[src/rtl/br_redirect_ctrl_if.sv]
// Branch-redirect bundle between EXE/fetch (master) and the redirect controller (slave).
// Latency: none, wires only. BR_PERF_EN adds clr_cnt_in, br_cnt_out and mispred_cnt_out.
// Backpressure: the redirect is a valid/ack handshake and the controller stalls EXE via exe_hold_out.
interface br_redirect_ctrl_if #(
    parameter int PC_SZ  = 32,
    parameter int CNT_SZ = 32
);
    logic             exe_valid_in;
    logic             br_taken_in;
    logic [PC_SZ-1:0] br_pc_in;
    logic [PC_SZ-1:0] no_br_pc_in;
    logic             mis_in;
    logic [PC_SZ-1:0] pred_pc_in;
    logic             kill_in;
    logic             redirect_ack_in;
    logic             redirect_valid_out;
    logic [PC_SZ-1:0] redirect_pc_out;
    logic             flush_out;
    logic             exe_hold_out;
    logic             misalign_exc_out;
    logic [PC_SZ-1:0] misalign_addr_out;
`ifdef BR_PERF_EN
    logic              clr_cnt_in;
    logic [CNT_SZ-1:0] br_cnt_out;
    logic [CNT_SZ-1:0] mispred_cnt_out;
`endif

    // A zero-width counter would make the perf ports meaningless.
    if (CNT_SZ < 1) begin : g_param_chk
        $error("br_redirect_ctrl_if: CNT_SZ must be at least 1");
    end

    modport master (
`ifdef BR_PERF_EN
        output clr_cnt_in,
        input  br_cnt_out, mispred_cnt_out,
`endif
        output exe_valid_in, br_taken_in, br_pc_in, no_br_pc_in, mis_in, pred_pc_in,
        output kill_in, redirect_ack_in,
        input  redirect_valid_out, redirect_pc_out, flush_out, exe_hold_out,
        input  misalign_exc_out, misalign_addr_out
    );

    modport slave (
`ifdef BR_PERF_EN
        input  clr_cnt_in,
        output br_cnt_out, mispred_cnt_out,
`endif
        input  exe_valid_in, br_taken_in, br_pc_in, no_br_pc_in, mis_in, pred_pc_in,
        input  kill_in, redirect_ack_in,
        output redirect_valid_out, redirect_pc_out, flush_out, exe_hold_out,
        output misalign_exc_out, misalign_addr_out
    );
endinterface

[src/rtl/br_redirect_ctrl.sv]
// Turns an EXE branch resolution into a held fetch redirect plus an IF/ID flush; misaligned targets raise an exception.
// Latency: 1 cycle from resolution to redirect_valid_out / misalign_exc_out; all outputs are registered.
// Backpressure: redirect held until redirect_ack_in and EXE stalled until IDLE; optional BR_PERF_EN adds perf counters.
module br_redirect_ctrl #(
    parameter int PC_SZ     = 32,
    parameter int FLUSH_CYC = 2,
    parameter int CNT_SZ    = 32
) (
    input  logic              clk_in,
    input  logic              reset_in,
    br_redirect_ctrl_if.slave bus
);
    typedef enum logic [1:0] {ST_IDLE, ST_REDIRECT, ST_FLUSH} state_t;

    // The flush counter is 4 bits wide, so longer flush phases cannot be represented.
    if (FLUSH_CYC < 0 || FLUSH_CYC > 15 || CNT_SZ < 1) begin : g_param_chk
        $error("br_redirect_ctrl: FLUSH_CYC must be 0..15 and CNT_SZ at least 1");
    end

    localparam logic [3:0] FLUSH_INIT = 4'(FLUSH_CYC);

    state_t           state_q, state_d;
    logic [3:0]       cnt_q, cnt_d;
    logic [PC_SZ-1:0] redirect_pc_q, redirect_pc_d;
    logic [PC_SZ-1:0] misalign_addr_q, misalign_addr_d;
    logic             redirect_valid_q, redirect_valid_d;
    logic             flush_q, flush_d;
    logic             hold_q, hold_d;
    logic             exc_q, exc_d;

    logic [PC_SZ-1:0] actual_pc;
    logic             mispred;
    logic             misalign;
    logic             accept;
    logic             enter_redirect;

    assign actual_pc      = bus.br_taken_in ? bus.br_pc_in : bus.no_br_pc_in;
    assign mispred        = (actual_pc != bus.pred_pc_in);
    assign misalign       = bus.mis_in & bus.br_taken_in;
    // A resolution only counts when the FSM is idle and no kill overrides it.
    assign accept         = (state_q == ST_IDLE) & bus.exe_valid_in & ~bus.kill_in;
    // The exception path takes priority over a redirect for the same instruction.
    assign enter_redirect = accept & mispred & ~misalign;

    // Next-state and registered-output values; kill overrides everything.
    always_comb begin
        state_d         = state_q;
        cnt_d           = cnt_q;
        redirect_pc_d   = redirect_pc_q;
        misalign_addr_d = misalign_addr_q;
        exc_d           = 1'b0;
        if (bus.kill_in) begin
            state_d = ST_IDLE;
            cnt_d   = 4'd0;
        end else begin
            unique case (state_q)
                ST_IDLE: begin
                    if (accept && misalign) begin
                        exc_d           = 1'b1;
                        misalign_addr_d = bus.br_pc_in;
                    end else if (enter_redirect) begin
                        state_d       = ST_REDIRECT;
                        redirect_pc_d = actual_pc;
                    end
                end
                ST_REDIRECT: begin
                    if (bus.redirect_ack_in) begin
                        if (FLUSH_CYC == 0) begin
                            state_d = ST_IDLE;
                        end else begin
                            state_d = ST_FLUSH;
                            cnt_d   = FLUSH_INIT;
                        end
                    end
                end
                ST_FLUSH: begin
                    if (cnt_q <= 4'd1) begin
                        state_d = ST_IDLE;
                        cnt_d   = 4'd0;
                    end else begin
                        cnt_d = cnt_q - 4'd1;
                    end
                end
                default: begin
                    state_d = ST_IDLE;
                    cnt_d   = 4'd0;
                end
            endcase
        end
        redirect_valid_d = (state_d == ST_REDIRECT);
        flush_d          = (state_d != ST_IDLE);
        hold_d           = (state_d != ST_IDLE);
    end

    // State and output registers, cleared asynchronously.
    always_ff @(posedge clk_in or negedge reset_in) begin
        if (!reset_in) begin
            state_q          <= ST_IDLE;
            cnt_q            <= 4'd0;
            redirect_pc_q    <= '0;
            misalign_addr_q  <= '0;
            redirect_valid_q <= 1'b0;
            flush_q          <= 1'b0;
            hold_q           <= 1'b0;
            exc_q            <= 1'b0;
        end else begin
            state_q          <= state_d;
            cnt_q            <= cnt_d;
            redirect_pc_q    <= redirect_pc_d;
            misalign_addr_q  <= misalign_addr_d;
            redirect_valid_q <= redirect_valid_d;
            flush_q          <= flush_d;
            hold_q           <= hold_d;
            exc_q            <= exc_d;
        end
    end

    assign bus.redirect_valid_out = redirect_valid_q;
    assign bus.redirect_pc_out    = redirect_pc_q;
    assign bus.flush_out          = flush_q;
    assign bus.exe_hold_out       = hold_q;
    assign bus.misalign_exc_out   = exc_q;
    assign bus.misalign_addr_out  = misalign_addr_q;

`ifdef BR_PERF_EN
    logic [CNT_SZ-1:0] br_cnt_q;
    logic [CNT_SZ-1:0] mispred_cnt_q;

    // Saturating perf counters; clear beats increment, and a kill cycle never counts.
    always_ff @(posedge clk_in or negedge reset_in) begin
        if (!reset_in) begin
            br_cnt_q      <= '0;
            mispred_cnt_q <= '0;
        end else if (bus.clr_cnt_in) begin
            br_cnt_q      <= '0;
            mispred_cnt_q <= '0;
        end else begin
            if (accept && !(&br_cnt_q)) begin
                br_cnt_q <= br_cnt_q + CNT_SZ'(1);
            end
            if (enter_redirect && !(&mispred_cnt_q)) begin
                mispred_cnt_q <= mispred_cnt_q + CNT_SZ'(1);
            end
        end
    end

    assign bus.br_cnt_out      = br_cnt_q;
    assign bus.mispred_cnt_out = mispred_cnt_q;
`endif
endmodule

[src/flat_wrapper.sv]
// flat-port wrapper written by rule: the top's interface ports become plain ports
module br_redirect_ctrl_flat 
#(
    parameter int PC_SZ     = 32,
    parameter int FLUSH_CYC = 2,
    parameter int CNT_SZ    = 32
)
  (clk_in, reset_in, bus_exe_valid_in, bus_br_taken_in, bus_br_pc_in, bus_no_br_pc_in, bus_mis_in, bus_pred_pc_in, bus_kill_in, bus_redirect_ack_in, bus_redirect_valid_out, bus_redirect_pc_out, bus_flush_out, bus_exe_hold_out, bus_misalign_exc_out, bus_misalign_addr_out);
  br_redirect_ctrl_if #(.PC_SZ(PC_SZ), .CNT_SZ(CNT_SZ)) bus_i ();
  input  logic clk_in;
  input  logic reset_in;
  input wire logic [$bits(bus_i.exe_valid_in)-1:0] bus_exe_valid_in;
  input wire logic [$bits(bus_i.br_taken_in)-1:0] bus_br_taken_in;
  input wire logic [$bits(bus_i.br_pc_in)-1:0] bus_br_pc_in;
  input wire logic [$bits(bus_i.no_br_pc_in)-1:0] bus_no_br_pc_in;
  input wire logic [$bits(bus_i.mis_in)-1:0] bus_mis_in;
  input wire logic [$bits(bus_i.pred_pc_in)-1:0] bus_pred_pc_in;
  input wire logic [$bits(bus_i.kill_in)-1:0] bus_kill_in;
  input wire logic [$bits(bus_i.redirect_ack_in)-1:0] bus_redirect_ack_in;
  output wire logic [$bits(bus_i.redirect_valid_out)-1:0] bus_redirect_valid_out;
  output wire logic [$bits(bus_i.redirect_pc_out)-1:0] bus_redirect_pc_out;
  output wire logic [$bits(bus_i.flush_out)-1:0] bus_flush_out;
  output wire logic [$bits(bus_i.exe_hold_out)-1:0] bus_exe_hold_out;
  output wire logic [$bits(bus_i.misalign_exc_out)-1:0] bus_misalign_exc_out;
  output wire logic [$bits(bus_i.misalign_addr_out)-1:0] bus_misalign_addr_out;
  assign bus_i.exe_valid_in = bus_exe_valid_in;
  assign bus_i.br_taken_in = bus_br_taken_in;
  assign bus_i.br_pc_in = bus_br_pc_in;
  assign bus_i.no_br_pc_in = bus_no_br_pc_in;
  assign bus_i.mis_in = bus_mis_in;
  assign bus_i.pred_pc_in = bus_pred_pc_in;
  assign bus_i.kill_in = bus_kill_in;
  assign bus_i.redirect_ack_in = bus_redirect_ack_in;
  assign bus_redirect_valid_out = bus_i.redirect_valid_out;
  assign bus_redirect_pc_out = bus_i.redirect_pc_out;
  assign bus_flush_out = bus_i.flush_out;
  assign bus_exe_hold_out = bus_i.exe_hold_out;
  assign bus_misalign_exc_out = bus_i.misalign_exc_out;
  assign bus_misalign_addr_out = bus_i.misalign_addr_out;
  br_redirect_ctrl #(.PC_SZ(PC_SZ), .FLUSH_CYC(FLUSH_CYC), .CNT_SZ(CNT_SZ)) u_core (.clk_in(clk_in), .reset_in(reset_in), .bus(bus_i));
endmodule
[config.mk]
export PLATFORM = sky130hd
export DESIGN_NAME = br_redirect_ctrl_flat
export DESIGN_NICKNAME = d
export VERILOG_FILES = /design/src/rtl/br_redirect_ctrl_if.sv /design/src/rtl/br_redirect_ctrl.sv /design/src/flat_wrapper.sv
export SDC_FILE = /design/constraint.sdc
export NUM_CORES = 1
export LEC_CHECK = 0
export BUFFER_PORTS_ARGS = -buffer_cell sky130_fd_sc_hd__buf_2
export CORE_UTILIZATION = 25
export CTS_CLUSTER_SIZE = 28
export DETAILED_ROUTE_END_ITERATION = 12
export PLACE_DENSITY_LB_ADDON = 0.08
export SYNTH_ARGS = -nofsm -noshare
export SYNTH_HDL_FRONTEND = slang
export SYNTH_SLANG_ARGS = --single-unit
[constraint.sdc]
create_clock -name clk_in -period 2.6 [get_ports clk_in]
set_clock_uncertainty 0.1 [all_clocks]
set_input_delay 0.13 -clock clk_in [delete_from_list [all_inputs] [get_ports clk_in]]
set_output_delay 0.13 -clock clk_in [all_outputs]
set_load 0.005 [all_outputs]
==> results_dict.tcl <==
set metrics [dict create \
    synth_area_leaders "dfrtp_1 48%, mux2i_1 15%, mux2_2 9.7%, xnor2_1 7.4%, inv_1 3.6%" \
    antenna_found_initial 0 \
    nets 628 \
    failed_checks "design-rule violations" \
    ir_worst_vdd_uv 327 \
    cp_slowest_stage_delay_ns 0.53 \
    netlist.area_leader.share 0.479 \
    clk_pin_slew_ns 0.05 \
    drc 8 \
    drtIter0Drc 86 \
    syn2layout_area_growth_pct 43.2 \
    yosys_warnings 0 \
    cts_buffers 9 \
    status "finished with violations" \
    synth_xor_xnor_area_share 0.0735 \
    worstMarginPinSlew_ns 1.00 \
    top_level_ports 171 \
    ys_seq_area_frac 0.479 \
    rsz0062_at_grt "no" \
    synthArstFlopShare 1.00 \
    synth_simple_gate_area_share 0.0466 \
    gr-usage-all-layers 0.141 \
    clk_path_buf_depth 2 \
    slew_headroom 0.331 \
    setup_viol 0 \
    p_per_area_mw_per_mm2 667 \
    fin_tns_setup_ns 0 \
    yosysTopAreaCell "dfrtp_1" \
    multi_input_area_mm2 0.00170 \
    port_buffers 170 \
    fin_crit_ns 2.42 \
    grt_pass1_wl_um 16800 \
    viasPerCell 4.22 \
    crit_chain "dlygate4sd3_1 -> buf_2 -> mux2i_2 -> xnor2_1 -> nor4_1 -> nand4_1 -> o211ai_4 -> buf_12 -> mux2i_1" \
    met1_length_um 4770 \
    avgSynthCellArea_um2 12.3 \
    final_layout_size_suffix_gt1_frac 0.446 \
    seq_area_mm2 0.00183 \
    routedWlPerCell_um 15.0 \
    num_vias 2981 \
    synth_top_family_by_area "multiplexers" \
    cts_sinks 73 \
    highest_layer "met4" \
    grt_max_degree 74 \
    required_ns 2.76 \
    finalWirelength_um 10600 \
    post_cts_buffers 0 \
    ys.flop_type "dfrtp_1" \
    ff2ff_setup_slack_ns 0.51 \
    p_leak_nw 2.84 \
    ys_types 30 \
    dieHeight_um 125 \
    synth_compound_area_frac 0.0276 \
    crit_path_end_kind "flip-flop" \
    synth_mux_area_frac 0.275 \
    max_freq_ghz 0.414 \
    drtPass1Iterations 8 \
    arrival_ns 2.57 \
    worstPathMaxFanout 21 \
    ant_nets 0 \
    min_period_over_period 0.930 \
    drv_cap 0 \
    start_util 0.259 \
    synth_fp_nets 419 \
    dp_hpwl_um 7960 \
    crit_type "in2reg" \
    dieWidth_um 125 \
    synthesis.area_mm2 0.00381 \
    die_area_mm2 0.0157 \
    yosys.area_share.adder 0.0197 \
    yosys_register_bits 73 \
    startpoint_type "input pin" \
    met3_length_um 756 \
    coreArea_mm2 0.0147 \
    holdWs_ns 0.0143 \
    grt-ovfl-total 0 \
    cts_tree "done" \
    cts-root-buf "clkbuf_16" \
    slowest_stage "dlygate4sd3_1" \
    num_rows 44 \
    synth_cells 310 \
    routed-wl-met2_um 4870 \
    synth_edf_count 0 \
    clk_latency_ns 0.34 \
    place.gp.congestion 0.771 \
    cts_max_level 3 \
    final_hold_viol_count 0 \
    grt_pass1_vias 3170 \
    fill_cells 1468 \
    num_antenna_cells 0 \
    slew_viol_final 0 \
    hold_path_class "in2reg" \
]
[Yosys cell counts (2+ instances only)]
cell,instances
mux2_2,33
mux2i_2,7
nand4_1,2
buf_12,5
nor2_1,10
xnor2_1,32
nand2b_1,2
dfrtp_1,73
nand2_1,7
o21ai_0,6
a211oi_1,2
buf_2,3
nor4_1,9
buf_6,3
mux2i_1,58
ha_1,6
inv_1,37
nor3_1,2
a21oi_1,2
[final cells by class]
class | count | area share
Timing Repair Buffer | 211 | 0.237
Multi-Input combinational cell | 187 | 0.312
Clock inverter | 3 | 0.00321
Inverter | 37 | 0.0254
Sequential cell | 73 | 0.335
Tap cell | 184 | 0.0422
Clock buffer | 12 | 0.0451
[state kept, by name (all words and copies together) (netlist names)]
name                           cells
u_core.bus.redirect_valid_out      1
u_core.bus.flush_out               1
u_core.cnt_q                       4
u_core.state_q                     2
u_core.bus.misalign_addr_out      32
u_core.bus.misalign_exc_out        1
u_core.bus.redirect_pc_out        32
[per-layer routing]
metal | up-vias | global-route usage
met4 | 0 | 0.0689
met2 | 102 | 0.225
li1 | 1466 | -
met1 | 1400 | 0.171
met5 | - | 0
met3 | 13 | 0.0466
[final timing paths]
kind,from,end,cells after the start
max,bus_br_pc_in[21],u_core.bus.redirect_pc_out[20],9
min reg2reg,u_core.cnt_q[3],u_core.cnt_q[3],1
max reg2reg,u_core.cnt_q[0],u_core.bus.flush_out,8
min,bus_no_br_pc_in[14],u_core.bus.redirect_pc_out[14],3
min in group asynchronous,reset_in,u_core.bus.redirect_valid_out,2
max in group asynchronous,reset_in,u_core.bus.redirect_pc_out[7],2
[timing repair]
item	in CTS	in global routing
resized for setup	0	1
hold buffers	34	0
setup endpoints to repair	0	1
hold endpoints to repair	106	0
[worst max-delay path, delay by kind of cell]
family / cells / cell delay, ns
and+or+nand+nor: 2 / 0.70
AOI/OAI and AO/OA: 1 / 0.30
xor gates and xnor gates: 1 / 0.10
muxes: 2 / 0.45
buffers and inverters: 3 / 0.89
[placed cells by master, fill, tap and decap left out]
master,netlist,routed
a211oi_1,2,2
a21boi_0,1,1
a21oi_1,2,2
buf_12,5,4
buf_2,3,169
buf_4,1,4
clkbuf_1,1,2
clkbuf_16,0,9
clkbuf_8,0,1
clkinv_2,0,2
clkinvlp_4,0,1
dfrtp_1,73,73
dlygate4sd3_1,0,34
ha_1,6,6
inv_1,37,37
mux2_2,33,33
mux2i_1,58,57
mux2i_2,7,8
nand2_1,7,7
nand2b_1,2,2
nand3b_1,1,1
nand4_1,2,2
nand4b_1,1,1
nor2_1,10,10
nor2b_1,1,1
nor3_1,2,1
nor3_2,0,1
nor4_1,9,9
o211ai_4,0,1
o21a_1,1,1
o21ai_0,6,6
o22ai_1,1,1
o31a_1,1,1
o31ai_1,1,1
xnor2_1,32,32
[through the flow]
step	setup slack (ns)	total power [mW]	utilization	cell area, um^2	cells
after floorplan	0.592	2.01	-	3810	310
after global placement	-0.0470	2.49	0.330	4850	658
after detailed placement	-0.0756	2.50	0.330	4850	658
after CTS	0.107	3.71	0.371	5460	707
after global routing	0.0117	3.86	0.371	5460	707
final	0.182	3.64	0.371	5460	707
[report_power, final]
group / switching, mW / internal [mW]
clock: 0.480 / 0.664
combinational: 0.425 / 0.534
sequential: 0.132 / 1.40
[cell families after synthesis]
logic type               after synthesis
AO/OA/AOI/OAI                         16
multiplexers                          98
flip-flops                            73
XOR/XNOR                              32
AND/OR/NAND/NOR                       35
adder cells (fa/ha/maj)                6
buffers and inverters                 50
Note: power is estimated with default switching activity, not from simulation.
